File: src/rtl/audio_pwm_out_if.sv
// Sample-word handshake between the audio producer and audio_pwm_out.
// The producer side (master) offers a 32-bit word with a strobe and the
// consumer side (slave) answers with an acknowledge; a word moves on any
// clock edge where stb and ack are both high.
interface audio_pwm_out_if;
  logic [31:0] input_audio;
  logic        input_audio_stb;
  logic        input_audio_ack;

  modport master (
    output input_audio,
    output input_audio_stb,
    input  input_audio_ack
  );

  modport slave (
    input  input_audio,
    input  input_audio_stb,
    output input_audio_ack
  );
endinterface

File: src/rtl/audio_pwm_out.sv
// audio_pwm_out: buffers 16-bit signed PCM samples in a small FIFO, releases
// one sample every SAMPLE_DIV clocks and turns it into a PWM waveform for the
// mono AUD_PWM pin. Also drives the amplifier enable AUD_SD.
//
// Build option: define AUDIO_PWM_UNDERRUN_MUTE_EN to load mid-scale silence
// (0x0000) on an underrun tick; otherwise the previous sample is held.
module audio_pwm_out #(
  parameter int SAMPLE_DIV = 2083,
  parameter int PWM_BITS   = 8,
  parameter int FIFO_AW    = 4
) (
  input  logic             clk,
  input  logic             rst,
  audio_pwm_out_if.slave   in_if,
  output logic             audio_pwm,
  output logic             audio_sd,
  output logic             underrun
);

  localparam int DEPTH = 1 << FIFO_AW;
  localparam int TW    = $clog2(SAMPLE_DIV);
  localparam logic [TW-1:0] TICK_LAST = TW'(SAMPLE_DIV - 1);

  logic [15:0]        mem_q [DEPTH];
  logic [FIFO_AW:0]   wr_ptr_q, wr_ptr_d;
  logic [FIFO_AW:0]   rd_ptr_q, rd_ptr_d;
  logic [TW-1:0]      tick_cnt_q, tick_cnt_d;
  logic [PWM_BITS-1:0] pwm_cnt_q, pwm_cnt_d;
  logic [15:0]        sample_q, sample_d;
  logic               audio_pwm_q, audio_pwm_d;
  logic               audio_sd_q, audio_sd_d;

  logic               full;
  logic               empty;
  logic               push;
  logic               tick;
  logic [15:0]        offset_bin;
  logic [PWM_BITS-1:0] duty;
  logic               unused_hi;

  // Upper half of the sample word carries nothing for a mono 16-bit output.
  assign unused_hi = ^in_if.input_audio[31:16];

  // FIFO status, sample tick and handshake decode from registered state only.
  always_comb begin
    full  = (wr_ptr_q[FIFO_AW] != rd_ptr_q[FIFO_AW]) &&
            (wr_ptr_q[FIFO_AW-1:0] == rd_ptr_q[FIFO_AW-1:0]);
    empty = (wr_ptr_q == rd_ptr_q);
    tick  = (tick_cnt_q == TICK_LAST);
    in_if.input_audio_ack = !full && !rst;
    push  = in_if.input_audio_stb && in_if.input_audio_ack;
    underrun = tick && empty && !rst;
  end

  // Signed PCM to offset binary, keeping the top PWM_BITS bits as the duty.
  always_comb begin
    offset_bin = {~sample_q[15], sample_q[14:0]};
    duty       = PWM_BITS'(offset_bin >> (16 - PWM_BITS));
  end

  // Next-state logic for pointers, timers, sample and registered outputs.
  always_comb begin
    wr_ptr_d   = push ? wr_ptr_q + (FIFO_AW+1)'(1) : wr_ptr_q;
    rd_ptr_d   = rd_ptr_q;
    tick_cnt_d = tick ? '0 : tick_cnt_q + TW'(1);
    pwm_cnt_d  = pwm_cnt_q + PWM_BITS'(1);
    sample_d   = sample_q;
    if (tick) begin
      if (!empty) begin
        sample_d = mem_q[rd_ptr_q[FIFO_AW-1:0]];
        rd_ptr_d = rd_ptr_q + (FIFO_AW+1)'(1);
      end else begin
`ifdef AUDIO_PWM_UNDERRUN_MUTE_EN
        sample_d = 16'h0000;
`else
        sample_d = sample_q;
`endif
      end
    end
    audio_pwm_d = (pwm_cnt_q < duty);
    audio_sd_d  = 1'b1;
  end

  // FIFO storage; contents need no reset since the pointers define validity.
  always_ff @(posedge clk) begin
    if (push) begin
      mem_q[wr_ptr_q[FIFO_AW-1:0]] <= in_if.input_audio[15:0];
    end
  end

  // State registers with synchronous reset.
  always_ff @(posedge clk) begin
    if (rst) begin
      wr_ptr_q    <= '0;
      rd_ptr_q    <= '0;
      tick_cnt_q  <= '0;
      pwm_cnt_q   <= '0;
      sample_q    <= 16'h0000;
      audio_pwm_q <= 1'b0;
      audio_sd_q  <= 1'b0;
    end else begin
      wr_ptr_q    <= wr_ptr_d;
      rd_ptr_q    <= rd_ptr_d;
      tick_cnt_q  <= tick_cnt_d;
      pwm_cnt_q   <= pwm_cnt_d;
      sample_q    <= sample_d;
      audio_pwm_q <= audio_pwm_d;
      audio_sd_q  <= audio_sd_d;
    end
  end

  // Registered pin drivers.
  assign audio_pwm = audio_pwm_q;
  assign audio_sd  = audio_sd_q;

endmodule

File: src/flat_wrapper.sv
// flat-port wrapper written by rule: the top's interface ports become plain ports
module audio_pwm_out_flat 
#(
  parameter int SAMPLE_DIV = 2083,
  parameter int PWM_BITS   = 8,
  parameter int FIFO_AW    = 4
)
  (clk, rst, audio_pwm, audio_sd, underrun, in_if_input_audio, in_if_input_audio_stb, in_if_input_audio_ack);
  audio_pwm_out_if in_if_i ();
  input  logic clk;
  input  logic rst;
  output logic audio_pwm;
  output logic audio_sd;
  output logic underrun;
  input wire logic [$bits(in_if_i.input_audio)-1:0] in_if_input_audio;
  input wire logic [$bits(in_if_i.input_audio_stb)-1:0] in_if_input_audio_stb;
  output wire logic [$bits(in_if_i.input_audio_ack)-1:0] in_if_input_audio_ack;
  assign in_if_i.input_audio = in_if_input_audio;
  assign in_if_i.input_audio_stb = in_if_input_audio_stb;
  assign in_if_input_audio_ack = in_if_i.input_audio_ack;
  audio_pwm_out #(.SAMPLE_DIV(SAMPLE_DIV), .PWM_BITS(PWM_BITS), .FIFO_AW(FIFO_AW)) u_core (.clk(clk), .rst(rst), .in_if(in_if_i), .audio_pwm(audio_pwm), .audio_sd(audio_sd), .underrun(underrun));
endmodule
File: config.mk
export PLATFORM = sky130hd
export DESIGN_NAME = audio_pwm_out_flat
export DESIGN_NICKNAME = d
export VERILOG_FILES = /design/src/rtl/audio_pwm_out_if.sv /design/src/rtl/audio_pwm_out.sv /design/src/flat_wrapper.sv
export SDC_FILE = /design/constraint.sdc
export NUM_CORES = 1
export LEC_CHECK = 0
export ABC_AREA = 0
export BUFFER_PORTS_ARGS = -buffer_cell sky130_fd_sc_hd__buf_2
export CAP_MARGIN = 20
export CORE_ASPECT_RATIO = 0.9
export CORE_UTILIZATION = 45
export CTS_CLUSTER_DIAMETER = 30
export DETAILED_ROUTE_END_ITERATION = 8
export SLEW_MARGIN = 20
export SYNTH_ARGS = -nofsm -noshare
export SYNTH_HDL_FRONTEND = slang
export SYNTH_SLANG_ARGS = --single-unit
File: constraint.sdc
create_clock -name clk -period 6.56 [get_ports clk]
set_input_delay 0.656 -clock clk [delete_from_list [all_inputs] [get_ports clk]]
set_output_delay 0.656 -clock clk [all_outputs]
set_load 0.05 [all_outputs]
==> results of run 1 <==
## cell usage in the layout, fill, tap and decap left out, types with 13 or more instances in the layout
cell type	synthesis	routed
edfxtp_1	128	128
nor2_1	39	39
dfxtp_1	40	39
mux2i_1	35	35
mux4_2	32	32
clkbuf_16	0	17
ha_1	15	15
xor2_1	14	14
xnor2_1	14	14
buf_2	5	14
nand2_1	13	13
## through the flow
step	hold WS, ns	worst slack, ns	cells
2_1_floorplan	0.421	3.64	415
3_3_place_gp	0.440	3.25	619
3_5_place_dp	0.448	3.40	620
4_1_cts	0.462	3.06	652
5_1_grt	0.494	2.88	652
6_report	0.455	3.16	652
## routing by layer
layer | global-route usage (%) | routed length (um) | vias up
li1 | - | - | 1646
met1 | 24.4 | 6070 | 1789
met2 | 27.5 | 5980 | 48
met3 | 4.60 | 454 | 11
met4 | 6.32 | 155 | 0
met5 | 0 | 0 | -
## sequential cells by signal, indices dropped and copies added (netlist names)
signal	flops
u_core.mem_q	128
u_core.tick_cnt_q	12
u_core.pwm_cnt_q	8
u_core.sample_q	8
u_core.rd_ptr_q	5
u_core.wr_ptr_q	5
u_core.audio_pwm	1
u_core.audio_sd	1
## kinds of logic (layout without fill, tap and decap cells)
group / after synthesis / in the layout / share of synthesized area, %
adders and majority gates: 15 / 15 / 2.72
AOI/OAI and AO/OA: 15 / 15 / 1.78
buffers and inverters: 31 / 70 / 2.12
xor gates and xnor gates: 28 / 28 / 3.55
and+or+nand+nor: 91 / 91 / 7.05
DFF: 168 / 168 / 67.3
muxes: 67 / 67 / 15.5
## cell type report
class,count,area [sq um],area share (%)
timing repair buffer,26,160,2.06
clock inverter,10,80.1,1.03
clock buffer,22,444,5.72
tap,198,248,3.19
inverter,12,45.0,0.580
sequential,168,4650,59.8
multi-input combinational,216,2150,27.6
## worst max path at each step
stage                       start                  to  slack, ns  cells past startpoint
6_report       u_core.rd_ptr_q[0]            underrun       3.16                      6
5_1_grt        u_core.rd_ptr_q[0]            underrun       2.88                      6
4_1_cts        u_core.rd_ptr_q[0]            underrun       3.06                      6
3_5_place_dp   u_core.rd_ptr_q[0]  u_core.mem_q[3][8]       3.40                      6
3_3_place_gp   u_core.rd_ptr_q[0]  u_core.mem_q[2][8]       3.25                      5
2_1_floorplan  u_core.rd_ptr_q[0]            underrun       3.64                      5
## power by group through the flow
| stage | registers [uW] | clock network (uW) | logic (uW) |
|---|---|---|---|
| after floorplan | 1180 | 0 | 35.2 |
| after global placement | 1180 | 0 | 63.8 |
| after detailed placement | 1180 | 0 | 66.6 |
| after CTS | 1160 | 917 | 66.9 |
| after global routing | 1160 | 957 | 72.7 |
| final | 1160 | 897 | 65.3 |
==> impl_metrics.ini, run 1 <==
[outcome]
status = completed

[min_path]
min_to = u_core.pwm_cnt_q[0]
hp-class = flop to flop
min_from = u_core.pwm_cnt_q[0]
hold_path_depth = 1

[global_routing]
antenna_found_initial = 0
grt.overflow.total = 0
grt_max_degree = 37
grt_pass1_wl_um = 20000
grt_pass1_vias = 3560
grt_usage_pct = 17.8

[floorplanning]
core_sq_mm = 0.0149
initial_utilization_pct = 46.4
dieArea_sq_mm = 0.0158
rows = 42
chipHeight_um = 120
pin_count = 39
die_w_um = 133

[timing]
worstMarginPinSlew_ns = 0.726
finalMaxSlewViolations = 0
worst_slew_margin_rel_pct = 51.6
fmax_mhz = 294
finClkSkew_ns = 0.00804
final_hold_viol_count = 0
fin_crit_sh_pct = 51.8
period_minus_slack_ns = 3.40
tns_ns = 0
finalSetupViolCount = 0
grt_setup_unrepaired = no

[cells_and_area]
final_nets = 491
fin_util_pct = 52.2
fin_area_sq_mm = 0.00777
syn2layout_area_growth_pct = 12.5
layout-drive-gt1-share_pct = 20.3
num_antenna_cells = 0
fill_cells = 1196

[pwr]
switching_share_pct = 20.3
clkPwrFrac_pct = 42.3
powerDensity_mw_per_mm2 = 273
seq_power_share_pct = 54.7
p_switching_uw = 431
p_int_uw = 1690
finalPower_uw = 2120
p_comb_share_pct = 3.1
vdd_drop_max_mv = 0.199
leakagePower_uw = 0.00257

[worst_setup_path]
slowest_stage = nor4_4
cp_max_fo = 36
critPathArrivalTime_ns = 2.75
cp-start-kind = flop
worstPathCellList = buf_4 -> xor2_1 -> nor4_4 -> nand2_1 -> nor3_1 -> buf_2
critical-path-top-delay-family = simple AND/OR/NAND/NOR gates
end_kind = output port
crit_buf_inv = 2
crit_path_max_incr_delay_ns = 0.58
reg2reg_to = u_core.mem_q[3][13]
worstSetupPathType = flop to output port
worst_ep_required_time_ns = 5.90
worst-r2r-cell-count = 6
r2r_start = u_core.rd_ptr_q[0]
regToRegSetupSlack_ns = 3.49

[clocking]
clock_path_buffers = 2
clk_pin_slew_ns = 0.06
h-tree-depth = 4
cts_sinks = 168
tritoncts = done
post-cts-setup-buffers = 0
cts_resized = 0
cts_hold_buf = 0
cts_root_buffer = clkbuf_16
cts_buffers = 17
clkLatencyLatePin_ns = 0.43

[synth]
ys_warn_count = 0
yosys-top-cells-area = edfxtp_1 (56%), dfxtp_1 (12%), mux4_2 (10%)
syn_area_per_cell_sq_um = 16.6
yosysTopAreaCellShare_pct = 55.7
synthArstFlopShare_pct = 0
synth_seq_cells = 168
synthTopCellsByCount = edfxtp_1 (128), dfxtp_1 (40), nor2_1 (39)
synth.most_common_cell = edfxtp_1
yosysSeqAreaShare_pct = 67.3
syn_area_sq_mm = 0.00690
synth_cells = 415
ys_types = 38
yosysTopAreaCell = edfxtp_1
syn_nets = 465
synth-edff-count = 128
synthFlopType = edfxtp_1

[detailed_routing]
drt_iter0_markers = 267
routed_via_density = 5.36
drc = 0
drt_wl_total_um = 12700
firstDrtPassIters = 5
num_vias = 3494
routedWlPerCell_um = 19.4
antenna_left = 0

[placement]
post-dp-hpwl_um = 7890
port_buffers = 14
gp_congestion = 0.722
place_area_sq_mm = 0.00725

[run]
cap_violations = 0
(Power assumes the default switching activity.)
==> run 2, diff against run 1 <==
==> constraint.sdc (replaced) <==
create_clock -name clk -period 2.9 [get_ports clk]
set_input_delay 0.29 -clock clk [delete_from_list [all_inputs] [get_ports clk]]
set_output_delay 0.29 -clock clk [all_outputs]
set_load 0.05 [all_outputs]
==> impl_metrics.ini, run 2 (synthesized netlist as in run 1, its figures left out) <==
[clocking]
cts_resized = 0
cts_hold_buf = 0
h-tree-depth = 4
post-cts-setup-buffers = 0
cts_buffers = 17
cts_sinks = 168
cts_root_buffer = clkbuf_16
clock_path_buffers = 2
clk_pin_slew_ns = 0.06
tritoncts = done
clkLatencyLatePin_ns = 0.42

[floorplanning]
pin_count = 39
rows = 42
chipHeight_um = 120
die_w_um = 133
core_sq_mm = 0.0149
initial_utilization_pct = 46.4
dieArea_sq_mm = 0.0158

[placement]
gp_congestion = 0.752
post-dp-hpwl_um = 8090
port_buffers = 14

[global_routing]
grt_pass1_vias = 3562
grt_max_degree = 30
antenna_found_initial = 0
grt_usage_pct = 18.1
grt.overflow.total = 0
grt_pass1_wl_um = 20500

[timing]
fin_crit_sh_pct = 84.1
worst_slew_margin_rel_pct = 56.6
finalMaxSlewViolations = 0
period_minus_slack_ns = 2.44
fmax_mhz = 410
worstMarginPinSlew_ns = 0.651
grt_setup_unrepaired = no
finClkSkew_ns = 0.00712
finalSetupViolCount = 0
final_hold_viol_count = 0
tns_ns = 0

[pwr]
vdd_drop_max_mv = 0.603
powerDensity_mw_per_mm2 = 634
leakagePower_uw = 0.00263
finalPower_uw = 4980

[worst_setup_path]
cp-start-kind = flop
cp_max_fo = 8
slowest_stage = nor4_4
end_kind = output port
crit_path_max_incr_delay_ns = 0.55
crit_buf_inv = 1
cp-startpoint = u_core.wr_ptr_q[0]
r2r_start = u_core.wr_ptr_q[0]
worstPathCellList = xor2_1 -> nor4_4 -> nand2_1 -> nor3_1 -> buf_2
critPathArrivalTime_ns = 2.15
critical-path-top-delay-family = simple AND/OR/NAND/NOR gates
worstSetupPathType = flop to output port
worst_ep_required_time_ns = 2.61

[cells_and_area]
num_antenna_cells = 0
syn2layout_area_growth_pct = 13.8
mostFrequentLayoutCells = edfxtp_1 (128), nor2_1 (39), dfxtp_1 (39)
fin_util_pct = 52.8
fill_cells = 1178
layout_commonest_cell = edfxtp_1
final_nets = 497
largest_register_ffs = 128
layout-drive-gt1-share_pct = 22.7

[detailed_routing]
drt_iter0_markers = 289
drt_wl_total_um = 12800
drc = 0
firstDrtPassIters = 4
routed_via_density = 5.23
routedWlPerCell_um = 19.5
antenna_left = 0
num_vias = 3435

[min_path]
hp-class = input port to flop
min_from = rst

[outcome]
status = completed

[run]
cap_violations = 0
run 2: changes by cell type in the layout (fill, tap and decap cells not counted):
cell | previous run | this run
clkinvlp_4 | 4 | 3
clkbuf_1 | 5 | 0
buf_4 | 12 | 18
bufinv_16 | 1 | 2
inv_6 | 0 | 5
clkinv_4 | 0 | 1
nor4bb_2 | 3 | 4
clkinv_1 | 4 | 2
nor4bb_4 | 1 | 0
run 2: worst register-to-register path: cells and delay by family, from the launching register on:
family                    cells  cell delay [ns]
xor gates and xnor gates      1             0.26
AOI/OAI and AO/OA             1             0.54
DFF                           1             0.45
and+or+nand+nor               2             0.77
run 2: power by group:
part,total (uW),switching (uW),internal (uW)
Clock,2210,937,1270
Sequential,2620,14.5,2610
Combinational,149,96.7,52.2
Total,4980,1050,3930
run 2: stage by stage:
stage	instances	area (sq um)	hold WS (ns)	setup slack (ns)
after global placement	626	7280	0.439	0.532
after floorplan	415	6900	0.389	0.342
final	657	7860	0.113	0.461
after detailed placement	626	7280	0.444	0.498
after global routing	657	7860	0.108	0.278
after CTS	657	7860	0.0931	0.438
run 2: cell type report:
cell class	count	area [sq um]	area share (%)
inverters	12	45.0	0.573
clock buffers	17	425	5.42
repair buffers	32	205	2.61
clock inverters	14	148	1.88
multi-input cells	216	2140	27.2
flip-flops and latches	168	4650	59.1
well taps	198	248	3.15
run 2: worst paths after layout:
path	depth (start not counted)	slack, ns	endpoint
worst max register to register	4	0.51	u_core.mem_q[11][14]
worst max-delay path	5	0.46	underrun
worst min-delay path	2	0.11	u_core.audio_sd
worst min register to register	1	0.46	u_core.pwm_cnt_q[0]
run 2: routing by layer:
metal / GRT usage, % / up-vias / routed length [um]
li1: - / 1663 / -
met1: 25.8 / 1694 / 5970
met2: 27.1 / 64 / 5850
met3: 4.44 / 14 / 791
met4: 6.47 / 0 / 182
met5: 0 / - / 0
